## src/rtl/pc_gen_if.sv

```systemverilog
// Fetch PC generator bus: stall/flush/redirect requests in, fetch PC and slot status out.
interface pc_gen_if #(
    parameter int unsigned ADDR_W    = 32,
    parameter int unsigned NUM_REDIR = 2
);
    logic                          en;
    logic                          flush;
    logic [ADDR_W-1:0]             flush_pc;
    logic [NUM_REDIR-1:0]          redir_valid;
    logic [NUM_REDIR*ADDR_W-1:0]   redir_target;
    logic [ADDR_W-1:0]             pc;
    logic                          pc_misaligned;
    logic                          pend_valid;
    logic                          redir_drop;

    modport master (
        output en, flush, flush_pc, redir_valid, redir_target,
        input  pc, pc_misaligned, pend_valid, redir_drop
    );

    modport slave (
        input  en, flush, flush_pc, redir_valid, redir_target,
        output pc, pc_misaligned, pend_valid, redir_drop
    );
endinterface

```

## src/rtl/pc_gen.sv

```systemverilog
// Fetch program-counter generator: sequential advance, prioritised flush/redirect,
// and a one-entry pending redirect slot held across fetch stalls.
module pc_gen #(
    parameter int unsigned       ADDR_W      = 32,
    parameter logic [ADDR_W-1:0] RESET_PC    = ADDR_W'(32'hbfc00000),
    parameter int unsigned       FETCH_BYTES = 4,
    parameter int unsigned       NUM_REDIR   = 2
) (
    input  logic     clk,
    input  logic     rst,
    pc_gen_if.slave  bus
);
    localparam int unsigned SRC_W = (NUM_REDIR > 1) ? $clog2(NUM_REDIR) : 1;
    localparam int unsigned OFF_W = $clog2(FETCH_BYTES);

    logic [ADDR_W-1:0] pc_q, pc_d;
    logic              pend_valid_q, pend_valid_d;
    logic [ADDR_W-1:0] pend_target_q, pend_target_d;
    logic [SRC_W-1:0]  pend_src_q, pend_src_d;
    logic              redir_drop_q, redir_drop_d;

    logic [SRC_W-1:0]  sel;
    logic [ADDR_W-1:0] sel_target;
    logic              any_redir;
    logic              multi_redir;
    logic              found;

    // Lowest-index channel wins; more than one request means the rest are lost.
    always_comb begin
        sel        = '0;
        sel_target = '0;
        found      = 1'b0;
        for (int unsigned i = 0; i < NUM_REDIR; i++) begin
            if (bus.redir_valid[i] && !found) begin
                found      = 1'b1;
                sel        = SRC_W'(i);
                sel_target = bus.redir_target[i*ADDR_W +: ADDR_W];
            end
        end
        any_redir   = |bus.redir_valid;
        multi_redir = |(bus.redir_valid & (bus.redir_valid - NUM_REDIR'(1)));
    end

    always_comb begin
        pc_d          = pc_q;
        pend_valid_d  = pend_valid_q;
        pend_target_d = pend_target_q;
        pend_src_d    = pend_src_q;
        redir_drop_d  = 1'b0;

        if (bus.flush) begin
            pc_d         = bus.flush_pc;
            pend_valid_d = 1'b0;
        end else if (bus.en) begin
            if (pend_valid_q) begin
                pc_d         = pend_target_q;
                pend_valid_d = 1'b0;
                redir_drop_d = any_redir;
            end else if (any_redir) begin
                pc_d         = sel_target;
                redir_drop_d = multi_redir;
            end else begin
                pc_d = pc_q + ADDR_W'(FETCH_BYTES);
            end
        end else if (any_redir) begin
            // A replaced slot entry is superseded, not reported as a drop.
            if (!pend_valid_q || (sel < pend_src_q)) begin
                pend_valid_d  = 1'b1;
                pend_target_d = sel_target;
                pend_src_d    = sel;
                redir_drop_d  = multi_redir;
            end else begin
                redir_drop_d = 1'b1;
            end
        end
    end

    always_ff @(posedge clk or posedge rst) begin
        if (rst) begin
            pc_q          <= RESET_PC;
            pend_valid_q  <= 1'b0;
            pend_target_q <= '0;
            pend_src_q    <= '0;
            redir_drop_q  <= 1'b0;
        end else begin
            pc_q          <= pc_d;
            pend_valid_q  <= pend_valid_d;
            pend_target_q <= pend_target_d;
            pend_src_q    <= pend_src_d;
            redir_drop_q  <= redir_drop_d;
        end
    end

    assign bus.pc            = pc_q;
    assign bus.pend_valid    = pend_valid_q;
    assign bus.redir_drop    = redir_drop_q;
    assign bus.pc_misaligned = |pc_q[OFF_W-1:0];
endmodule

```

## src/flat_wrapper.sv

```systemverilog
// flat-port wrapper written by rule: the top's interface ports become plain ports
module pc_gen_flat 
#(
    parameter int unsigned       ADDR_W      = 32,
    parameter logic [ADDR_W-1:0] RESET_PC    = ADDR_W'(32'hbfc00000),
    parameter int unsigned       FETCH_BYTES = 4,
    parameter int unsigned       NUM_REDIR   = 2
)
  (clk, rst, bus_en, bus_flush, bus_flush_pc, bus_redir_valid, bus_redir_target, bus_pc, bus_pc_misaligned, bus_pend_valid, bus_redir_drop);
  pc_gen_if #(.ADDR_W(ADDR_W), .NUM_REDIR(NUM_REDIR)) bus_i ();
  input  logic clk;
  input  logic rst;
  input wire logic [$bits(bus_i.en)-1:0] bus_en;
  input wire logic [$bits(bus_i.flush)-1:0] bus_flush;
  input wire logic [$bits(bus_i.flush_pc)-1:0] bus_flush_pc;
  input wire logic [$bits(bus_i.redir_valid)-1:0] bus_redir_valid;
  input wire logic [$bits(bus_i.redir_target)-1:0] bus_redir_target;
  output wire logic [$bits(bus_i.pc)-1:0] bus_pc;
  output wire logic [$bits(bus_i.pc_misaligned)-1:0] bus_pc_misaligned;
  output wire logic [$bits(bus_i.pend_valid)-1:0] bus_pend_valid;
  output wire logic [$bits(bus_i.redir_drop)-1:0] bus_redir_drop;
  assign bus_i.en = bus_en;
  assign bus_i.flush = bus_flush;
  assign bus_i.flush_pc = bus_flush_pc;
  assign bus_i.redir_valid = bus_redir_valid;
  assign bus_i.redir_target = bus_redir_target;
  assign bus_pc = bus_i.pc;
  assign bus_pc_misaligned = bus_i.pc_misaligned;
  assign bus_pend_valid = bus_i.pend_valid;
  assign bus_redir_drop = bus_i.redir_drop;
  pc_gen #(.ADDR_W(ADDR_W), .RESET_PC(RESET_PC), .FETCH_BYTES(FETCH_BYTES), .NUM_REDIR(NUM_REDIR)) u_core (.clk(clk), .rst(rst), .bus(bus_i));
endmodule
```

## config.mk

```make
export PLATFORM = sky130hd
export DESIGN_NAME = pc_gen_flat
export DESIGN_NICKNAME = d
export VERILOG_FILES = /design/src/rtl/pc_gen_if.sv /design/src/rtl/pc_gen.sv /design/src/flat_wrapper.sv
export SDC_FILE = /design/constraint.sdc
export NUM_CORES = 1
export LEC_CHECK = 0
export ABC_AREA = 1
export ABC_CLOCK_PERIOD_IN_PS = 6400
export CORE_UTILIZATION = 30
export DETAILED_ROUTE_END_ITERATION = 8
export HOLD_SLACK_MARGIN = 0.12
export PLACE_DENSITY = 0.51
export SYNTH_ARGS = -nofsm -noshare
export SYNTH_HDL_FRONTEND = slang
export SYNTH_SLANG_ARGS = --single-unit
```

## constraint.sdc

```tcl
create_clock -name clk -period 6.4 [get_ports clk]
set_input_delay 1.28 -clock clk [delete_from_list [all_inputs] [get_ports clk]]
set_output_delay 1.28 -clock clk [all_outputs]
set_load 0.005 [all_outputs]
```

==> metrics.md <==
| Metric | Value |
|---|---|
| Fillers | 1529 |
| Drc violations | 0 |
| Initial antenna violation count | 0 |
| Layout cell share with drive strength beyond 1 | roughly 8.9% |
| Avg Cell Area, Syn | just under 7 µm² |
| CTS max path bufs | 2 |
| Slowest cell on crit path | clkdlybuf4s50_1 |
| Die height | ~130 µm |
| Pwr Total | 1414 µW |
| Slew Limit Fails | 0 |
| Post-route clock period utilization | 61.84% |
| CTS resizes | 0 |
| TritonCTS Sinks | 67 |
| Yosys top cell area share | a little under a third |
| Vias/cell | 4.874 |
| DP Worst Slack | 2.093 ns |
| Max-cap violations | 0 |
| Final TNS setup | 0 ns |
| FFs w/ async S/R, synth | 100.0% |
| Post-synthesis instance total | 684 |
| Leak | 0.002955 µW |
| Yosys reg bits | between 60 and 70 |
| Maximum fanout along the worst path | 44 |
| Drt first-iter violations | roughly 400 |
| PortBufs | 136 |
| Layout area overhead | 38.47% |
| Critical path's largest stage delay | 0.81 ns |
| Syn Std Cell Area | 4638 µm² |
| Ys Warns | 0 |
| Post-Route WL | between 15000 and 20000 µm |
| Period minus WS final | 3.958 ns |
| # diodes | 0 |
| Sequential fraction of the synthesis area | around 36% |
| Die X-Extent | 126.3 µm |
| CP top delay family | buffers and inverters |
| Finish-stage setup viols | 0 |
| Worst skew pair latency | 0.34 ns |
| Worst-margin pin slew | about 0.92 ns |
| Clock transition at the registers of the reported paths | 0.05 ns |
| Initial Util | 30.62% |
| RD Place Congestion | 0.8470 |
| Largest net degree at the start of global routing | 68 |
| VDD IR max | 111.4 µV |
| Pwr dens | ~220 nW/µm² |
| Vias in the first global route | about 4.5k |
| CTS Buf Count | 9 |
| Critical Path AT | 4.18 ns |
| Final count of hold timing violations | 0 |
| Final core area utilization | about 42% |
| Post-synth EDFFs | 0 |
| Row cnt | 45 |
| Status | complete, no violations |
| Die Footprint | 15960 µm² |
| Net count, final | a little over 900 |
| CTS H-tree depth | 3 |
| Post-synth cell types | 34 |
| Via count | 4855 |
| Root buf cell | clkbuf_16 |
| Leading post-synthesis cells by cell area | dfrtp_1 31%, nand2_1 19%, nor2_1 8.9% |
| Core area | between 15000 and 20000 µm² |
| Seq. cell area | approximately 1700 µm² |
| TritonRoute pass-1 iters | 6 |
| Leading area contributor after synthesis | dfrtp_1 |
| Worst Setup End Kind | register |
| Hold Crit Class | reg -> reg |
| Routed Antenna Nets | 0 |
| Hold Worst Slack | 0.4865 ns |
| Post-Syn Nets | 787 |
| Clock skew | ~0.009 ns |
| WP buf/inv | 3 |
| Slew HR | between 30 and 40% |
| Worst Setup Path Type | in -> reg |
| Ports | 137 |
| Total GRT Usage | 20.12% |
| RSZ-0062 raised after global routing | false |
| First-pass GRT wire length | 25070 µm |
| CP Cell Sequence | clkdlybuf4s50_1 > buf_4 > inv_2 > nand2_2 > a21oi_4 > nor2_4 > nand2_4 > mux2_2 |
| Fin worst setup slack | 2.442 ns |
| Grt ovf | 0 |
| FMAX | about 250 MHz |
| Final HPWL from detailed placement | 11750 µm |
| CTS hold repair buffers | 0 |
| Setup Buffers After CTS | 0 |
| Critical Path Source Type | primary input |
| Multi-input gate area | 2621 µm² |
| Ys flop type | dfrtp_1 |
| CTS tree | built |
| Worst Path Required | 6.62 ns |
| WL per Instance | 15.77 µm |
-- path summary, 6_finish.rpt --
check	cells past startpoint	endpoint	startpoint	slack (ns)
worst max-delay path	8	u_core.pend_target_q[1]	bus_redir_valid[0]	2.44
worst min-delay path	2	u_core.pend_target_q[14]	u_core.pend_target_q[14]	0.49
worst max register to register	6	u_core.pend_target_q[1]	u_core.bus.pend_valid	3.86
worst min register to register	2	u_core.pend_target_q[14]	u_core.pend_target_q[14]	0.49
max in group asynchronous	3	u_core.bus.pend_valid	rst	4.27
min in group asynchronous	3	u_core.bus.pc[9]	rst	1.50
-- worst register-to-register path, stage by stage (launching register included) --
cell	delay, ns
dfrtp_1	0.57
buf_4	0.32
inv_2	0.33
a21oi_4	0.27
nor2_4	0.06
nand2_4	0.46
mux2_2	0.42
-- cell type report --
cell class,instances,area share [%]
Multi-Input combinational cell,538,40.81
Sequential cell,67,26.28
Timing Repair Buffer,142,21.90
Clock buffer,10,3.721
Tap cell,188,3.663
Inverter,45,2.630
Clock inverter,6,0.9936
-- synth_stat cells, types with 5 or more instances --
| cell | count |
|---|---|
| nor2_1 | 110 |
| clkbuf_1 | 16 |
| dfrtp_1 | 58 |
| dfstp_2 | 9 |
| a21oi_1 | 9 |
| o21ai_0 | 26 |
| a22oi_1 | 25 |
| nand3_1 | 78 |
| buf_2 | 10 |
| nand2_1 | 232 |
| mux2_4 | 17 |
| o21ai_1 | 5 |
| inv_1 | 42 |
| o211ai_1 | 5 |
| nor2_2 | 6 |
-- per-stage QoR --
step | cells | instance area [µm²]
after detailed placement | 980 | 6120
after CTS | 996 | 6422
final | 996 | 6422
after global placement | 980 | 6120
after floorplan | 684 | 4638
after global routing | 996 | 6422
-- report_power, final --
group          switching [µW]  internal, µW  total, µW
clock                     196           312        508
sequential               64.4           493        558
combinational             159           189        348
total                     419           995       1410
-- layer usage --
layer | GRT usage, % | part of all wire [%] | vias up
met3 | 2.024 | 4.2 | 18
met5 | 0 | 0 | -
met4 | 6.449 | 1.6 | 0
met1 | 31.33 | 53 | 2248
li1 | - | - | 2455
met2 | 28.70 | 41 | 134
-- layout by cell type (no fill, tap or decap) --
cell and n:
clkdlybuf4s50_1 136, clkbuf_16 9, inv_1 41, nor2_1 109
and2_1 1, nand2_4 1, clkinv_2 2, o211ai_1 5
nand2_1 232, mux2_2 4, a221oi_1 1, o21ai_1 5
a211oi_1 1, nor3b_1 1, mux2_4 17, nand2_2 3
buf_4 6, o21bai_1 4, inv_2 4, a21oi_1 9
nor2_4 3, clkinvlp_4 2, dfstp_2 9, o21ai_0 26
clkbuf_8 1, bufinv_16 1, nor2_2 7, xor2_1 1
inv_6 1, o221ai_1 1, a22oi_1 25, ha_1 1
nand3_1 78, a21oi_4 1, dfrtp_1 58, nor3_1 1
or2_2 1
-- state kept, by name, summed over array words and instances (netlist names) --
register / flops
u_core.bus.pc: 32
u_core.bus.pend_valid: 1
u_core.bus.redir_drop: 1
u_core.pend_src_q: 1
u_core.pend_target_q: 32
-- cell families (layout without fill, tap and decap cells) --
logic type | Yosys count | after routing | synth area share [%]
adders and majority gates | 1 | 1 | 0.2697
AOI/OAI and AO/OA | 78 | 78 | 10.71
muxes | 21 | 21 | 6.474
and+or+nand+nor | 437 | 437 | 38.82
buffers and inverters | 79 | 203 | 7.148
DFF | 67 | 67 | 36.39
xor gates and xnor gates | 1 | 1 | 0.1889
Note: power is estimated with default switching activity, not from simulation.
